[config.mk]
export PLATFORM = sky130hd
export DESIGN_NAME = regfile_write_arbiter
export DESIGN_NICKNAME = d
export VERILOG_FILES = /design/src/rtl/regfile_write_arbiter.sv
export SDC_FILE = /design/constraint.sdc
export NUM_CORES = 1
export LEC_CHECK = 0
export BUFFER_PORTS_ARGS = -buffer_cell sky130_fd_sc_hd__buf_4
export CAP_MARGIN = 20
export CORE_ASPECT_RATIO = 1.2
export CORE_UTILIZATION = 40
export DETAILED_ROUTE_END_ITERATION = 8
export PLACE_DENSITY = 0.62
export SLEW_MARGIN = 5
export SYNTH_ARGS = -nofsm -noshare
export SYNTH_HDL_FRONTEND = slang
export SYNTH_SLANG_ARGS = --single-unit
[constraint.sdc]
create_clock -name clk -period 14.6 [get_ports clk]
set_clock_uncertainty 0.15 [all_clocks]
set_input_delay 3.65 -clock clk [delete_from_list [all_inputs] [get_ports clk]]
set_output_delay 3.65 -clock clk [all_outputs]
set_load 0.02 [all_outputs]
[src/rtl/regfile_write_arbiter.sv]
// Round-robin arbiter that shares the two regfile write ports among NUM_REQ writeback requesters.
// Up to two grants per cycle, never two to the same register; granted writes are registered.
module regfile_write_arbiter #(
    parameter int NUM_REQ = 4,
    parameter int DATA_W  = 16,
    parameter int REG_AW  = 3
) (
    input  logic                      clk,
    input  logic                      rst,
    input  logic                      stall,
    input  logic [NUM_REQ-1:0]        req_valid,
    input  logic [NUM_REQ*REG_AW-1:0] req_num,
    input  logic [NUM_REQ*DATA_W-1:0] req_data,
    output logic [NUM_REQ-1:0]        req_ready,
    output logic                      write0,
    output logic [REG_AW-1:0]         num_write0_out,
    output logic [DATA_W-1:0]         data_write0_out,
    output logic                      write1,
    output logic [REG_AW-1:0]         num_write1_out,
    output logic [DATA_W-1:0]         data_write1_out
);

    localparam int PTR_W = (NUM_REQ > 1) ? $clog2(NUM_REQ) : 1;
    localparam logic [PTR_W:0]   NUM_REQ_W = (PTR_W+1)'(NUM_REQ);
    localparam logic [PTR_W-1:0] LAST_IDX  = PTR_W'(NUM_REQ - 1);

    logic [PTR_W-1:0]  rr_ptr_reg;
    logic [PTR_W-1:0]  rr_ptr_next;

    logic [REG_AW-1:0] num_arr  [NUM_REQ];
    logic [DATA_W-1:0] data_arr [NUM_REQ];
    logic [PTR_W-1:0]  scan_idx [NUM_REQ];
    logic [NUM_REQ-1:0] rot_valid;

    logic              slot0_found;
    logic              slot1_found;
    logic [PTR_W-1:0]  slot0_idx;
    logic [PTR_W-1:0]  slot1_idx;
    logic              grant_en;
    logic              grant0;
    logic              grant1;

    logic              write0_reg;
    logic              write1_reg;
    logic [REG_AW-1:0] num0_reg;
    logic [REG_AW-1:0] num1_reg;
    logic [DATA_W-1:0] data0_reg;
    logic [DATA_W-1:0] data1_reg;

    // Scan position gi visits requester (rr_ptr + gi) mod NUM_REQ.
    generate
        for (genvar gi = 0; gi < NUM_REQ; gi++) begin : g_scan
            logic [PTR_W:0] sum;
            logic [PTR_W:0] wrapped;

            assign num_arr[gi]  = req_num[gi*REG_AW +: REG_AW];
            assign data_arr[gi] = req_data[gi*DATA_W +: DATA_W];
            assign sum          = {1'b0, rr_ptr_reg} + (PTR_W+1)'(gi);
            assign wrapped      = sum - NUM_REQ_W;
            assign scan_idx[gi] = (sum >= NUM_REQ_W) ? wrapped[PTR_W-1:0] : sum[PTR_W-1:0];
            assign rot_valid[gi] = req_valid[scan_idx[gi]];
        end
    endgenerate

    // slot1 skips requesters that collide with slot0's register; they stay pending.
    always_comb begin
        slot0_found = 1'b0;
        slot1_found = 1'b0;
        slot0_idx   = '0;
        slot1_idx   = '0;
        for (int k = 0; k < NUM_REQ; k++) begin
            if (rot_valid[k]) begin
                if (!slot0_found) begin
                    slot0_found = 1'b1;
                    slot0_idx   = scan_idx[k];
                end else if (!slot1_found && (num_arr[scan_idx[k]] != num_arr[slot0_idx])) begin
                    slot1_found = 1'b1;
                    slot1_idx   = scan_idx[k];
                end
            end
        end
    end

    assign grant_en = rst & ~stall;
    assign grant0   = slot0_found & grant_en;
    assign grant1   = slot1_found & grant_en;

    always_comb begin
        req_ready = '0;
        if (grant0) begin
            req_ready[slot0_idx] = 1'b1;
        end
        if (grant1) begin
            req_ready[slot1_idx] = 1'b1;
        end
    end

    // Pointer moves just past the last granted requester.
    always_comb begin
        rr_ptr_next = rr_ptr_reg;
        if (grant1) begin
            rr_ptr_next = (slot1_idx == LAST_IDX) ? '0 : slot1_idx + PTR_W'(1);
        end else if (grant0) begin
            rr_ptr_next = (slot0_idx == LAST_IDX) ? '0 : slot0_idx + PTR_W'(1);
        end
    end

    always_ff @(posedge clk or negedge rst) begin
        if (!rst) begin
            rr_ptr_reg <= '0;
            write0_reg <= 1'b0;
            write1_reg <= 1'b0;
            num0_reg   <= '0;
            num1_reg   <= '0;
            data0_reg  <= '0;
            data1_reg  <= '0;
        end else begin
            rr_ptr_reg <= rr_ptr_next;
            write0_reg <= grant0;
            write1_reg <= grant1;
            if (grant0) begin
                num0_reg  <= num_arr[slot0_idx];
                data0_reg <= data_arr[slot0_idx];
            end
            if (grant1) begin
                num1_reg  <= num_arr[slot1_idx];
                data1_reg <= data_arr[slot1_idx];
            end
        end
    end

    assign write0          = write0_reg;
    assign num_write0_out  = num0_reg;
    assign data_write0_out = data0_reg;
    assign write1          = write1_reg;
    assign num_write1_out  = num1_reg;
    assign data_write1_out = data1_reg;

endmodule

== Word level (Yosys, flattened, before mapping) ==
Cells that the tools add are included.

* ROM bits: 0
* Logic and storage cells: 142
* Memories: 0
* Latch bits: 0
* Output and inout port bits: 44
* Input bits: 83
* Flip-flop bits (word level): 42
* Memory bits (writable): 0

* Muxes and demuxes: 81
* Multipliers: 0
* Bitwise logic cells: 13
* Divide/modulo/power cells: 0
* Shift operators: 0
* $lt $le $gt $ge: 20
* Equal/unequal tests: 5
* Add/sub/neg operators: 9
* Reductions and logical operators: 7

{| class="wikitable"
|+ Operators by type and width
! kind !! number
|-
| 16-bit binary-select mux with 2-bit select || 2
|-
| 16-bit 2-to-1 mux || 4
|-
| 3-bit binary-select mux with 2-bit select || 8
|-
| 2-bit 2-to-1 mux || 24
|-
| 3-bit 2-to-1 mux || 16
|-
| 3-bit >= comparator, second input constant || 11
|-
| 2-bit NOT with 3-bit output || 8
|-
| 1-bit 2-to-1 mux || 19
|-
| 2-bit by 3-bit < comparator with 1-bit output, second input constant || 6
|-
| 3-bit != test || 3
|-
| 1-bit binary-select mux with 2-bit select || 4
|-
| 4-bit 2-to-1 mux || 2
|-
| 2-bit by 1-bit subtractor with 2-bit output, second input constant || 4
|-
| 2-bit by 2-bit adder with 3-bit output, second input constant || 2
|-
| 2-bit by 1-bit adder with 2-bit output, second input constant || 2
|-
| 1-bit demux with 2-bit select || 2
|-
| 2-bit == test, second input constant || 2
|-
| 2-bit by 1-bit >= comparator with 1-bit output, second input constant || 2
|-
| 1-bit logical AND || 4
|-
| 4-bit OR || 1
|-
| 2-bit by 1-bit adder with 3-bit output, second input constant || 1
|-
| 1-bit AND || 3
|-
| 2-bit by 3-bit >= comparator with 1-bit output, second input constant || 1
|-
| 1-bit zero test || 2
|-
| other kinds (2) || 2
|}

== Depth between registers and ports, before layout ==
Gate-level depths: netlist of the first run.

* Word-level depth: 29
* Depth in mapped cells: 24

== Least setup slack after synthesis of the first run ==
Ideal clock, no wire load.

* Path kind: in2out
* From: input port req_valid[3]
* To: output port req_ready[0]
* Path buffers: 4
* Arrival time: 7.258 ns
* Stages on the path: 20
* Data required time: 10.800 ns
* Setup slack: 3.542 ns
* Path through: buf_6 > clkbuf_1 > and2_1 > o21a_1 > o21bai_1 > ha_1 > inv_1 > mux2i_4 > nand3b_4 > a211oi_1 > or4_4 > nand4_2 > o211ai_2 > buf_2 > buf_2 > nand2_1 > o21a_1 > inv_1 > ha_1 > a22o_1

* Word-level cells in the longest chain between the ends: 27

{| class="wikitable"
|+ Ends and longest elaborated chain
! element !! line !! text
|-
| start: declaration || 11 || <nowiki>input logic [NUM_REQ-1:0] req_valid,</nowiki>
|-
| 1-bit binary-select mux with 2-bit select || 61 || <nowiki>assign rot_valid[gi] = req_valid[scan_idx[gi]];</nowiki>
|-
| 1-bit 2-to-1 mux (implied by the code) || 61 ||
|-
| 2-bit 2-to-1 mux || 72 || <nowiki>if (rot_valid[k]) begin</nowiki>
|-
| 2-bit NOT with 3-bit output (implied by the code) || 76 || <nowiki>end else if (!slot1_found && (num_arr[scan_idx[k]] != num_arr[slot0_idx])) begin</nowiki>
|-
| 3-bit binary-select mux with 2-bit select || 76 ||
|-
| 3-bit 2-to-1 mux (implied by the code) (2 in series) || 76 ||
|-
| 3-bit != test || 76 ||
|-
| 1-bit 2-to-1 mux || 76 ||
|-
| [10 not listed] || n/a ||
|-
| 2-bit 2-to-1 mux || 73 || <nowiki>if (!slot0_found) begin</nowiki>
|-
| 2-bit 2-to-1 mux || 72 ||
|-
| 2-bit by 3-bit < comparator with 1-bit output (implied by the code) or 2-bit by 1-bit >= comparator with 1-bit output (tied branches) || 94 || <nowiki>req_ready[slot1_idx] = 1'b1;</nowiki>
|-
| 1-bit logical AND (implied by the code) || 94 ||
|-
| 1-bit 2-to-1 mux (implied by the code) || 94 ||
|-
| 1-bit demux with 2-bit select || 94 ||
|-
| 4-bit OR (no source line) || n/a ||
|-
| 4-bit 2-to-1 mux (*) || 93 || <nowiki>if (grant1) begin</nowiki>
|-
| end: declaration || 14 || <nowiki>output logic [NUM_REQ-1:0] req_ready,</nowiki>
|}

Every way passes the cells marked *; elsewhere a longest branch is shown, timed or not. The select of a mux whose other input is x is not followed.

== Worst setup path in the final report of the first run ==
* From: input port req_valid[2]
* To: output port req_ready[0]

Same word-level chain as after synthesis.

==> results.txt, run 1 <==
The HPWL after detailed placement is 13.3 mm. Summing over every cut layer, the via total after detailed routing is 6290. The commonest cells after synthesis are nand2_1 (79), mux2i_1 (69), nor2_1 (67). For the number of H-tree levels, the log shows 2. The logs give 0 for the final-report hold violation count and 14.7% for the share of power burned in registers. Each instance of the synthesized netlist takes up on average 7.94 um^2.

The number of enable-type register cells in the synthesized netlist was 0; the number of max-cap violations was 0. After clock tree synthesis, the flow added hold-fix buffers numbering 0. The run gives 22.0% as the worst max-slew margin expressed relative to the limit. The tree built by TritonCTS fans out to 42 sinks. At the worst endpoint, the required time is 10800 ps. The setup TNS was 0 ps. The logs give 91 for the pin count of the biggest net entering global routing and 26.2% for the total global routing track utilization. The cell-internal power is 0.000754 W, and the insertion delay to the later sink of the worst-skew pair is 290 ps.

Share of the synthesized area in the top cell type: 17.9%. Class of the most critical setup path: input port to primary output. Setup repair after global routing left no endpoint under its margin. Critical path endpoint category: a primary output. During I/O placement, the number of pins put on the boundary was 127. The worst-case IR drop observed on VDD is 0.000109 V. The net count of the finished layout is 893. Of all flip-flops after synthesis, the portion carrying an async set or reset was 100%. The synthesized instance count was 738; the number of placed instances with taps included was 969. The tools report the total congestion overflow after global routing as 0.

The length of the first detailed-routing pass in iterations is 5. The tools report the number of antenna violations at the first check in global routing as 0. The flow ran to the end, and the final reports show no timing, DRC or antenna violations. The logs give 2 for the clock tree buffer depth and 0.000880 W for the switching component of the power.

For the post-cts repair resize count, the log shows 0. Dominant cell type by area after synthesis: dfrtp_1. For this block, the routed nets add up to 20.0 mm of wire. After synthesis, the cell types taking the most area are dfrtp_1 (18%), mux2i_1 (12%), nand2_1 (5.1%), o211ai_1 (4.5%), nor2_1 (4.3%). The tools report the number of buffers inserted to repair setup after CTS as 0. The cell sitting at the root of the clock tree is a clkbuf_16. The tools report the max-slew violation count as 0.

After detailed routing, the average wire length per cell comes to 20.5 um. The starting utilization of the core area came out at 40.8%. The startpoint identified for the worst hold timing path is data_write0_out[12]$_DFFE_PN0P_.

The share of post-route cells with drive strength above 1 came out at 27.0%. The final instance count without filler cells is 976, and the maximum fanout encountered on the critical timing path is 42. Summing all multi-input logic gate instances after layout gives 4380 um^2. For the initial detailed-routing violation count, the log shows 540. The count of state elements after synthesis is 42, and the number of buffers inserted by port buffering is 126. The period utilization was 85.4%; the synthesized netlist net count was 830. The post-route antenna net violation count was 0; the area enclosed by the die boundary was 15100 um^2. In this run, distinct cell masters in the synthesized netlist total 73. After clock tree synthesis, the clock-pin slew on the worst setup and hold paths is 60 ps.

Placeable core region: 14400 um^2. The tools report the start of the worst register-to-register path as rr_ptr_reg[0]$_DFFE_PN0P_. The share of total power dissipated in combinational logic is 78.4%. The number of antenna diodes in the final layout is 0. Net switching is 53.8% of the power. Summing every instance area after synthesis gives 5860 um^2.

The sequential cells in the finished layout cover a total of 1050 um^2. The number of clock buffers added by TritonCTS is 5. At the end of routability-driven placement, the weighted congestion stood at 0.844.

At the worst endpoint, the arrival time is 8670 ps. Yosys printed 0 warnings. The smallest clock period supported by the final layout is computed as 12470 ps.

The tools report the start point of the critical path as req_valid[2]. The leakage power figure came out at 2.95 nW. Yosys instantiated no cell more often than nand2_1. The run gives 0 as the remaining routing DRC violations. TritonCTS built the clock tree.

The sequential share of the synthesized area came out at 17.9%. The die is 112 um wide. The tools report the final number of setup-violating endpoints as 0. The number of fill cells was 1438. The first global-routing pass estimated 31.8 mm of wire. In this run the vertical extent of the chip is 135 um. The initialized floorplan defines 48 standard-cell rows. Compared with the post-synthesis result, the final layout area differs by 18.2%. Timing would allow up to 80.2 MHz.

The most used flip-flop cell after synthesis is dfrtp_1. The number of global-route vias before repair came out at 6093. The vias per cell is 6.44, and the cell area power density is 236 nW/um^2. At the pin with the least slew margin, the transition time is 1170 ps. In this run, the clock network consumes 6.9% of the power.

The class of the tightest hold or removal check is register to register. Element type at the critical path start: an input port.
-- cell families after synthesis --
kind of cell             share of synthesized area (%)
multiplexers                                      18.7
buffers and inverters                             8.16
XOR/XNOR                                          1.05
AO/OA/AOI/OAI                                     34.7
adder cells (fa/ha/maj)                           1.92
AND/OR/NAND/NOR                                   17.5
flip-flops                                        17.9
-- final cells by class --
type / count / area share [%]
clock buffers: 5 / 1.81
multi-input cells: 586 / 63.3
inverters: 31 / 1.68
repair buffers: 135 / 14.6
well taps: 175 / 3.16
flip-flops and latches: 42 / 15.2
clock inverters: 2 / 0.145
-- metal layers --
layer  GRT usage (%)  vias to the layer above  wire [um]
li1                -                     2928          -
met1            33.3                     3075       8340
met2            46.0                      248      10100
met3            3.10                       39       1150
met4            8.89                        0        485
met5               0                        -          0
-- metrics by stage --
| step | instance area, um^2 | util [%] | hold slack [ps] | power, W | setup slack (ps) |
|---|---|---|---|---|---|
| final | 6920 | 48.2 | 336 | 0.00163 | 2130 |
| after global routing | 6920 | 48.2 | 370 | 0.00175 | 1720 |
| after CTS | 6920 | 48.2 | 340 | 0.00163 | 2170 |
| after detailed placement | 6790 | 47.3 | 325 | 0.00151 | 2220 |
| after global placement | 6790 | 47.3 | 317 | 0.00147 | 2340 |
| after floorplan | 5860 | - | 440 | 0.00117 | 3540 |
-- worst max-delay path, stage by stage --
cell and delay (ps):
buf_4 170, nor2b_1 480, o21a_1 310, o21bai_1 140
ha_1 210, inv_1 120, mux2i_4 270, mux2i_1 260
xnor2_1 190, or4_1 720, nand3_2 1000, nand2_1 290
o21a_1 200, inv_1 80, ha_1 190, a22o_1 210
buf_4 150
-- cells in the final DEF (no fill, tap or decap), types with 30 or more instances in the layout --
cell type,instances
a21oi_1,30
buf_4,135
dfrtp_1,41
inv_1,31
mux2i_1,68
nand2_1,79
nor2_1,66
o211ai_1,35
o21ai_0,41
-- power by group through the flow --
stage | clock network (W) | registers (W) | logic [W]
finish | 0.000113 | 0.000241 | 0.00128
global route | 0.000119 | 0.000249 | 0.00139
global placement | 0 | 0.000239 | 0.00123
detailed placement | 0 | 0.000241 | 0.00127
floorplan | 0 | 0.000268 | 0.000905
CTS | 0.000116 | 0.000241 | 0.00128
-- path summary, 6_finish.rpt --
check,endpoint,slack [ps],cells past startpoint
worst max register to register,rr_ptr_reg[1]$_DFFE_PN0P_,8660,15
worst min register to register,data_write0_out[12]$_DFFE_PN0P_,340,2
worst min-delay path,data_write0_out[12]$_DFFE_PN0P_,340,2
worst max-delay path,req_ready[0],2130,17
min in group asynchronous,num_write1_out[2]$_DFFE_PN0P_,3230,1
max in group asynchronous,rr_ptr_reg[0]$_DFFE_PN0P_,10550,1
Power figures use the tool's default switching activity.
==> run 2: changes to the inputs <==
- CORE_MARGIN: default -> 1.5
==> run 2 against run 1 <==
Effect of this change:
- first-iteration DRC count rose by 3.3%
- largest cell class unchanged
- largest power group unchanged
- hold slack improved by 3.3 ps
- die area rose by 1.6%
- register-to-register slack improved by 90 ps
- total power rose by 3.2%
- fmax rose by 0.89%
- critical path type unchanged
- final area rose by 1.1%
- final cell count rose by 0.31%
==> results.txt, run 2 (synthesis results as in run 1) <==
For the worst setup path, the data arrival time is 8560 ps. The post-route antenna net violation count was 0. The share of total power in the clock network is 9.3%, and the die span in x is 113 um.

The logs give 2 for the number of H-tree levels and 2.99 nW for the leakage power figure. The floorplan step defined a core boundary enclosing 14400 um^2. TritonCTS created 5 clock buffers. The detailed router placed 6376 vias in this run. Number of antenna violations at the first check in global routing: 0.

The number of buffers inserted by port buffering is 126, and the post-route worst setup slack is 2240 ps. Setup repair after global routing left no endpoint under its margin. The fraction of power consumed by combinational cells is 78.3%.

Once the clock tree was built, the resizer swapped 0 gates to a different size. The analysis attributes to net switching a power of 0.000886 W. For this run, the post-layout net count is 895. Across the run, the number of max-cap violations was 0. The die outline height is 136 um.

The logs give 0 for the final-report hold violation count and 0 for the final number of setup-violating endpoints. The maximum fanout encountered on the critical timing path works out to 21. Registers are responsible for 12.4% of the overall power. Prior to clock tree synthesis, the placed netlist has a worst setup slack of 2300 ps. The final instance count without filler cells came out at 979. The final estimated routing congestion in global placement was 0.858. The insertion delay to the later sink of the worst-skew pair was 290 ps.

Power spread over the standard cell area amounts to 241 nW/um^2. The net switching share of the total power works out to 52.5%. The run finished with clean final reports.

I/O pin count: 127. The tree built by TritonCTS fans out to 42 sinks. TritonCTS built the clock tree. Post-detailed-routing wire length: 20.3 mm. The measured slew at the worst slew-check pin was 1050 ps. The number of global-route vias before repair was 6267. For the total congestion overflow after global routing, the log shows 0. The path class of the tightest hold or removal check is register to register. The run gives 40.8% as the starting utilization of the core area. The worst path uses 84.7% of the clock period. Wire length of the first global-routing pass: 32.3 mm. The library cells used most frequently in the layout, excluding fill and tap cells, are buf_4 (137), nand2_1 (79), mux2i_1 (68). The tools report the initial detailed-routing violation count as 558. The required time reported for the critical path endpoint was 10800 ps; the area enclosed by the die boundary was 15400 um^2. For the setup TNS, the log shows 0 ps. The clock transition at the registers of the reported paths works out to 70 ps. The vias per cell is 6.51.

The sum of net half-perimeters after detailed placement is 13.2 mm, and the routed wire length per instance is 20.7 um. The critical path endpoint category was a primary output. No sink is reached through more buffers than the 2 on the longest clock path. For this run, design rule violations remaining after detail routing come to 0. The clock period could shrink to 12360 ps.

The run gives 0.000800 W as the cell-internal power. The element type at the critical path start was an input port. The pre-antenna-repair detailed-routing pass consisted of 5 iterations. Leaving out fill and tap cells, the most frequent cell in the layout is buf_4. The max-slew violation count came out at 0. Entering global routing, the biggest net connects 106 pins. The share of post-route cells with drive strength above 1 came out at 27.2%. In this run, placement finished with an instance count of 971. The area added between synthesis and finish came out at 19.5%. The clock root buffer was clkbuf_16. The run gives 80.9 MHz as the highest achievable clock rate.

The number of diodes added for antenna fixing was 0. The class of the most critical setup path is input port to primary output. In this run the core area contains 48 standard-cell rows. The hold-fix buffer count after cts was 0; the number of fill cells was 1361.

The tools report the worst max-slew margin expressed relative to the limit as 30.0%. The number of buffers inserted to repair setup after CTS was 0. Across the VDD grid, the largest voltage drop is 0.0000781 V. The total global routing track utilization is 25.9%.
[run 2: per-layer routing]
metal | up-vias | GRT usage, % | wire length, um
met3 | 29 | 2.95 | 1240
met5 | - | 0 | 0
met1 | 3119 | 33.2 | 8280
li1 | 2931 | - | -
met2 | 297 | 44.6 | 10300
met4 | 0 | 10.1 | 403
[run 2: final timing paths]
check	startpoint	end	slack (ps)	cells after the start
worst min register to register	data_write0_out[14]$_DFFE_PN0P_	data_write0_out[14]$_DFFE_PN0P_	340	2
worst max-delay path	req_valid[2]	req_ready[1]	2240	16
min in group asynchronous	rst	data_write0_out[11]$_DFFE_PN0P_	3230	1
worst min-delay path	data_write0_out[14]$_DFFE_PN0P_	data_write0_out[14]$_DFFE_PN0P_	340	2
max in group asynchronous	rst	rr_ptr_reg[0]$_DFFE_PN0P_	10580	1
worst max register to register	rr_ptr_reg[0]$_DFFE_PN0P_	rr_ptr_reg[1]$_DFFE_PN0P_	8750	16
[run 2: stage by stage]
stage               hold WS, ps  power, W  util (%)  area [um^2]
global route                376   0.00181      48.8         7000
finish                      340   0.00169      48.8         7000
global placement            316   0.00147      47.4         6800
floorplan                   440   0.00117         -         5860
CTS                         344   0.00168      48.8         7000
detailed placement          327   0.00152      47.4         6800
[run 2: power groups by stage]
stage | logic (W) | registers (W) | clock network [W]
5_1_grt | 0.00143 | 0.000214 | 0.000162
3_3_place_gp | 0.00126 | 0.000210 | 0
3_5_place_dp | 0.00131 | 0.000209 | 0
6_report | 0.00132 | 0.000209 | 0.000157
4_1_cts | 0.00132 | 0.000209 | 0.000159
2_1_floorplan | 0.000905 | 0.000268 | 0
[run 2: cell type report]
cell class	count	area, um^2	area share, %
Clock inverter	2	60.1	0.858
Clock buffer	6	139	1.98
Sequential cell	42	1050	15.1
Multi-Input combinational cell	586	4380	62.6
Tap cell	175	219	3.13
Timing Repair Buffer	137	1030	14.7
Inverter	31	116	1.66
[run 2: worst max-delay path, stage by stage]
cell	delay [ps]
buf_4	170
nor2b_1	470
o21a_1	290
o21bai_1	140
ha_1	210
inv_1	120
mux2i_4	270
nand3b_4	230
a221oi_1	120
o21ai_0	350
and4_1	740
o221ai_1	280
nand2_1	760
inv_1	270
a22o_1	310
buf_4	160
